**src/rtl/anneal_sequencer.sv**
```systemverilog
// Annealing run sequencer: steps the replica node array through random/opt, distance,
// Metropolis and optional exchange phases for a programmed number of iterations.

package anneal_pkg;
   typedef enum logic [1:0] {
      OPT_THR = 2'd0,
      OPT_OR1 = 2'd1,
      OPT_TWO = 2'd2
   } opt_command_t;

   typedef enum logic [1:0] {
      EX_NOP  = 2'd0,
      EX_SELF = 2'd1,
      EX_PREV = 2'd2,
      EX_FOLW = 2'd3
   } exchange_command_t;
endpackage

module anneal_sequencer
   import anneal_pkg::*;
#(
   parameter int DIST_WAIT = 21,
   parameter int MET_WAIT  = 4,
   parameter int OPT_WAIT  = 6,
   parameter int ITER_W    = 24
) (
   input  logic              clk,
   input  logic              reset,
   input  logic              start,
   input  logic              abort,
   input  logic [ITER_W-1:0] iter_num,
   input  logic [1:0]        opt_mode,
   input  logic [7:0]        exch_interval,
   input  logic              exch_list,
   output logic              random_run,
   output logic              run_distance,
   output opt_command_t      opt_com,
   output exchange_command_t c_metropolis,
   output logic              run_command,
   output exchange_command_t c_exchange,
   output logic              exchange_valid,
   output logic              busy,
   output logic              done,
   output logic [ITER_W-1:0] iter_count
);

   typedef enum logic [3:0] {
      S_IDLE, S_RAND, S_DIST, S_METRO, S_MWAIT, S_EXCH, S_EWAIT, S_EVAL, S_DONE
   } state_t;

   state_t            state, state_next;
   logic [7:0]        wait_cnt;
   logic [ITER_W-1:0] iter_num_q;
   logic [7:0]        exch_int_q;
   logic [7:0]        exch_cnt;
   logic              exch_parity;
   opt_command_t      cur_opt;
   exchange_command_t exch_cmd;

   logic              wait_done;
   logic              exch_due;
   logic              end_iter;
   logic              abort_now;
   logic [ITER_W-1:0] iter_inc;

   // Mode 3 behaves like mode 0: OR1 on even iterations, TWO on odd.
   function automatic opt_command_t opt_pick(input logic [1:0] mode, input logic odd);
      case (mode)
         2'd1:    return OPT_OR1;
         2'd2:    return OPT_TWO;
         default: return odd ? OPT_TWO : OPT_OR1;
      endcase
   endfunction

   assign wait_done = (wait_cnt == 8'd0);
   assign exch_due  = (exch_int_q != 8'd0) && (exch_cnt == exch_int_q - 8'd1);
   assign iter_inc  = iter_count + ITER_W'(1);
   assign end_iter  = (state == S_MWAIT && wait_done && !exch_due) || (state == S_EVAL);
   assign abort_now = abort && (state != S_IDLE) && (state != S_DONE);

   // NOTE: sequential state uses non-blocking assignments so every register samples pre-edge values.
   always_ff @(posedge clk) begin
      if (!reset) state <= S_IDLE;
      else        state <= state_next;
   end

   // NOTE: defaulting state_next first keeps this block free of inferred latches.
   always_comb begin
      state_next = state;
      case (state)
         S_IDLE:  if (start) state_next = (iter_num == '0) ? S_DONE : S_RAND;
         S_RAND:  state_next = S_DIST;
         S_DIST:  if (wait_done) state_next = S_METRO;
         S_METRO: state_next = S_MWAIT;
         S_MWAIT: if (wait_done) begin
                     if (exch_due)                  state_next = S_EXCH;
                     else if (iter_inc == iter_num_q) state_next = S_DONE;
                     else                           state_next = S_RAND;
                  end
         S_EXCH:  state_next = S_EWAIT;
         S_EWAIT: if (wait_done) state_next = S_EVAL;
         S_EVAL:  state_next = (iter_inc == iter_num_q) ? S_DONE : S_RAND;
         S_DONE:  state_next = S_IDLE;
         default: state_next = S_IDLE;
      endcase
      if (abort_now) state_next = S_IDLE;
   end

   always_comb begin
      random_run     = (state == S_RAND);
      run_distance   = (state == S_DIST) && (wait_cnt == 8'(DIST_WAIT - 1));
      opt_com        = (state == S_RAND || state == S_DIST) ? cur_opt : OPT_THR;
      c_metropolis   = (state == S_METRO) ? EX_SELF : EX_NOP;
      run_command    = (state == S_EXCH);
      c_exchange     = (state == S_EXCH) ? exch_cmd : EX_NOP;
      exchange_valid = (state == S_EVAL);
      busy           = (state != S_IDLE) && (state != S_DONE);
      done           = (state == S_DONE);
   end

   always_ff @(posedge clk) begin
      if (!reset) begin
         wait_cnt    <= 8'd0;
         iter_count  <= '0;
         iter_num_q  <= '0;
         exch_int_q  <= 8'd0;
         exch_cnt    <= 8'd0;
         exch_parity <= 1'b0;
         cur_opt     <= OPT_THR;
         exch_cmd    <= EX_NOP;
      end else begin
         if (state_next == S_DIST && state != S_DIST)
            wait_cnt <= 8'(DIST_WAIT - 1);
         else if (state_next == S_MWAIT && state != S_MWAIT)
            wait_cnt <= 8'(MET_WAIT - 1);
         else if (state_next == S_EWAIT && state != S_EWAIT)
            wait_cnt <= 8'(OPT_WAIT - 1);
         else if (!wait_done)
            wait_cnt <= wait_cnt - 8'd1;

         if (state == S_IDLE && start) begin
            iter_num_q  <= iter_num;
            exch_int_q  <= exch_interval;
            iter_count  <= '0;
            exch_cnt    <= 8'd0;
            exch_parity <= 1'b0;
            cur_opt     <= opt_pick(opt_mode, 1'b0);
         end

         // An aborted iteration leaves the counters at their completed values.
         if (!abort_now) begin
            if (end_iter) begin
               iter_count <= iter_inc;
               cur_opt    <= opt_pick(opt_mode, iter_inc[0]);
            end
            if (state == S_MWAIT && wait_done && !exch_due && exch_int_q != 8'd0)
               exch_cnt <= exch_cnt + 8'd1;
            if (state == S_MWAIT && wait_done && exch_due)
               exch_cmd <= exch_list ? EX_NOP : (exch_parity ? EX_FOLW : EX_PREV);
            if (state == S_EXCH) begin
               exch_parity <= ~exch_parity;
               exch_cnt    <= 8'd0;
            end
         end
      end
   end

endmodule
```
**config.mk**
```make
export PLATFORM = sky130hd
export DESIGN_NAME = anneal_sequencer
export DESIGN_NICKNAME = d
export VERILOG_FILES = /design/src/rtl/anneal_sequencer.sv
export SDC_FILE = /design/constraint.sdc
export NUM_CORES = 1
export LEC_CHECK = 0
export CAP_MARGIN = 30
export CORE_MARGIN = 4
export CORE_UTILIZATION = 60
export DETAILED_ROUTE_END_ITERATION = 12
export GPL_TIMING_DRIVEN = 0
export HOLD_SLACK_MARGIN = 0.1
export PLACE_DENSITY = 0.87
export SKIP_LAST_GASP = 1
export SLEW_MARGIN = 20
export SYNTH_ARGS = -nofsm -noshare
export SYNTH_HDL_FRONTEND = slang
export SYNTH_SLANG_ARGS = --single-unit
```
**constraint.sdc**
```tcl
create_clock -name clk -period 4.35 [get_ports clk]
set_clock_uncertainty 0.2 [all_clocks]
set_input_delay 0.435 -clock clk [delete_from_list [all_inputs] [get_ports clk]]
set_output_delay 0.435 -clock clk [all_outputs]
set_load 0.05 [all_outputs]
```
==> summary.txt <==
Final layout
  • Area grow syn2layout: 20.3%
  • Most frequent cells in the layout: 118 x nand2_1, 81 x dfxtp_1, 73 x clkdlybuf4s50_1, 45 x nor2_1, 36 x nor3_1
  • Most common cell after layout, fill and taps aside: nand2_1
  • Layout Nets: 817
  • Layout cells sized above 1: 5.42%
  • Diode count: 0
  • Final Cell Area: 6250 sq um

Synthesis
  • Post-Synthesis Cell Area: 5200 sq um
  • Top FF cell, synth: dfxtp_1
  • Number of synthesized register bits: 81
  • FFs w/ async S/R, synth: 0%
  • Net Count, Synth: 733
  • Sequential-to-total area share from yosys stat: 31.2%
  • Largest cells by area after synthesis: dfxtp_1 31%, nand2_1 8.5%, xnor2_1 5.2%
  • Syn avg cell area: 7.58 sq um
  • Synth unique cells: 71
  • Syn. warnings: 0
  • Synth area leader: dfxtp_1
  • Number of flops mapped to enable cells by yosys: 0
  • Share of the synthesized area in the top cell type: 31.2%
  • Synthesized netlist cell count: 686

Timing
  • Setup ws final: 0.577 ns
  • RSZ-0062 raised after global routing: no
  • Relative slew slack: 43.5%
  • Slew @ Worst Pin: 0.839 ns
  • Final Setup Violations: 0
  • Final Hold Vio Count: 0
  • Total negative setup slack: 0 ns
  • Slew Viols, Final: 0
  • Final period utilization: 86.7%
  • Post-layout min period: 3.77 ns
  • Hold slack: 0.288 ns
  • Max Freq: 265 MHz

Floorplanning
  • Initial Util: 62.3%
  • Ports: 75
  • Die height: 101 um
  • Die Area: 10200 sq um
  • Rows: 33
  • Die Wd: 101 um
  • Core box area: 8340 sq um

Detailed routing
  • Via density: 6.18
  • First-pass detailed-route iteration total: 5
  • Drt drc: 0
  • WL final: 15600 um
  • Final ANT Viol Nets: 0
  • Routed WL per cell: 17.8 um
  • Routed vias: 5441
  • DR iter-0 viols: 416

Global route
  • Pin count of the biggest net entering global routing: 15
  • Vias in the first global route: 5245
  • Global-route wire length before repair: 25200 um
  • Remaining global-route overflow: 0
  • Antenna violations before repair: 0
  • Global Route Usage Sum: 31.0%

Placement
  • Routability cong.: 0.991
  • PortBufs: 73
  • Placement Setup Slack: 0.661 ns
  • HPWL Detailed: 12100 um
  • Post-DP Area: 6060 sq um

Pwr
  • Leak pwr: 0.00220 uW
  • Pwr dens: 310 nW/um^2
  • Max IR drop VDD: 183 uV

Clock tree
  • Clock buffer depth: 2
  • CTS sink cnt: 81
  • Clock Root Buffer: clkbuf_8
  • CTS Buf Count: 9
  • Hold-fix buffers, CTS: 0
  • Post-CTS setup buffer count: 0
  • PostCTS Resize Cnt: 0
  • Clk slew on worst S/H paths: 0.08 ns
  • Clk Latency, worst-skew pair: 0.36 ns
  • CTS tree: yes
  • H-Tree Depth: 3

Hold path
  • Hold crit path type: reg -> reg

Worst setup path
  • Worst Path Class, Setup: reg -> reg
  • CP max stage delay: 0.67 ns
  • Critical Path Source Type: flop
  • Crit path buffers/inverters: 1
  • R2R Setup Slk: 0.58 ns
  • Critical-path maximum fanout: 8
  • Worst path cell trace: ha_1, clkbuf_1, nand3_1, nor3_1, nand3_1, xnor2_1, or4_1, nor3_1, nand4b_1, a21boi_1
  • Crit path required time: 4.43 ns
  • Crit path DAT: 3.86 ns
  • Critical Path Slowest Stage Cell: nor3_1
  • CP top delay family: simple AND/OR/NAND/NOR gates
  • Critical path endpoint category: flop

Flow run
  • Total of max-cap violations: 0

Status
  • Status: completed
[synth_stat cells (all sizes together), types with 3 or more instances]
master and number:
nor4 19, nor4b 4, nor3 38, o211ai 6, or3 6, and4 6
ha 8, and3 13, a21boi 36, nand4b 7, o22ai 6, xor2 19
and2 13, xnor2 31, or4 6, inv 18, nand4 9, o2111ai 3
nand3b 5, buf 10, dfxtp 81, o21ai 39, nand3 28, nor2b 5
nand2 118, nand2b 8, mux2i 3, nor2 47, o31ai 4, a21oi 16
clkbuf 30, a211oi 7
[sequential cells by signal (all words and copies together) (netlist names)]
register     count
iter_count      24
exch_cmd         2
exch_parity      1
iter_num_q      24
cur_opt          2
state            4
wait_cnt         8
exch_int_q       8
exch_cnt         8
[cell families (layout without fill, tap and decap cells)]
family          count (synthesis)  in the layout  synth area share [%]
flops                          81             81                  31.2
mux                             3              3                 0.578
buf+inv                        58            147                  4.79
xor+xnor                       50             50                  8.43
fa+ha+maj                       8              8                  1.93
compound gates                143            143                  19.1
other cells                     1              1                0.0722
simple gates                  342            342                  33.9
[layer usage]
metal  vias to the layer above  wire length (um)  global-route usage [%]
met5                         -                 0                       0
met4                         0               462                    13.0
met3                        43              1130                    4.50
met2                       243              7270                    49.5
met1                      2552              6790                    41.6
li1                       2603                 -                       -
[layout make-up]
| cell class | count | area, sq um |
|---|---|---|
| Clock buffer | 10 | 128 |
| Tap cell | 105 | 131 |
| Sequential cell | 81 | 1620 |
| Buffer | 40 | 181 |
| Timing Repair Buffer | 73 | 731 |
| Inverter | 18 | 67.6 |
| Fill cell | 656 | 2090 |
| Clock inverter | 6 | 67.6 |
| Multi-Input combinational cell | 547 | 3330 |
[stage by stage]
step / util [%] / total power [uW] / cells
CTS: 75.0 / 1930 / 880
global placement: 72.7 / 1350 / 864
finish: 75.0 / 1940 / 880
global route: 75.0 / 2030 / 880
detailed placement: 72.7 / 1370 / 864
floorplan: - / 1220 / 686
[worst paths after layout]
| check | depth (start not counted) | from | end |
|---|---|---|---|
| worst min-delay path | 2 | iter_num_q[22] | iter_num_q[22] |
| worst min register to register | 2 | iter_num_q[22] | iter_num_q[22] |
| worst max register to register | 10 | iter_count[1] | state[3] |
| worst max-delay path | 10 | iter_count[1] | state[3] |
[tightest hold or removal path, cell delays in order, from the launching register on]
cell and delay (ns):
dfxtp_1 0.32, nand2_1 0.05, a21boi_0 0.07
[where the power goes]
part / switching, uW / internal, uW
clock: 305 / 268
sequential: 62.8 / 799
combinational: 282 / 224
Power figures use the tool's default switching activity.
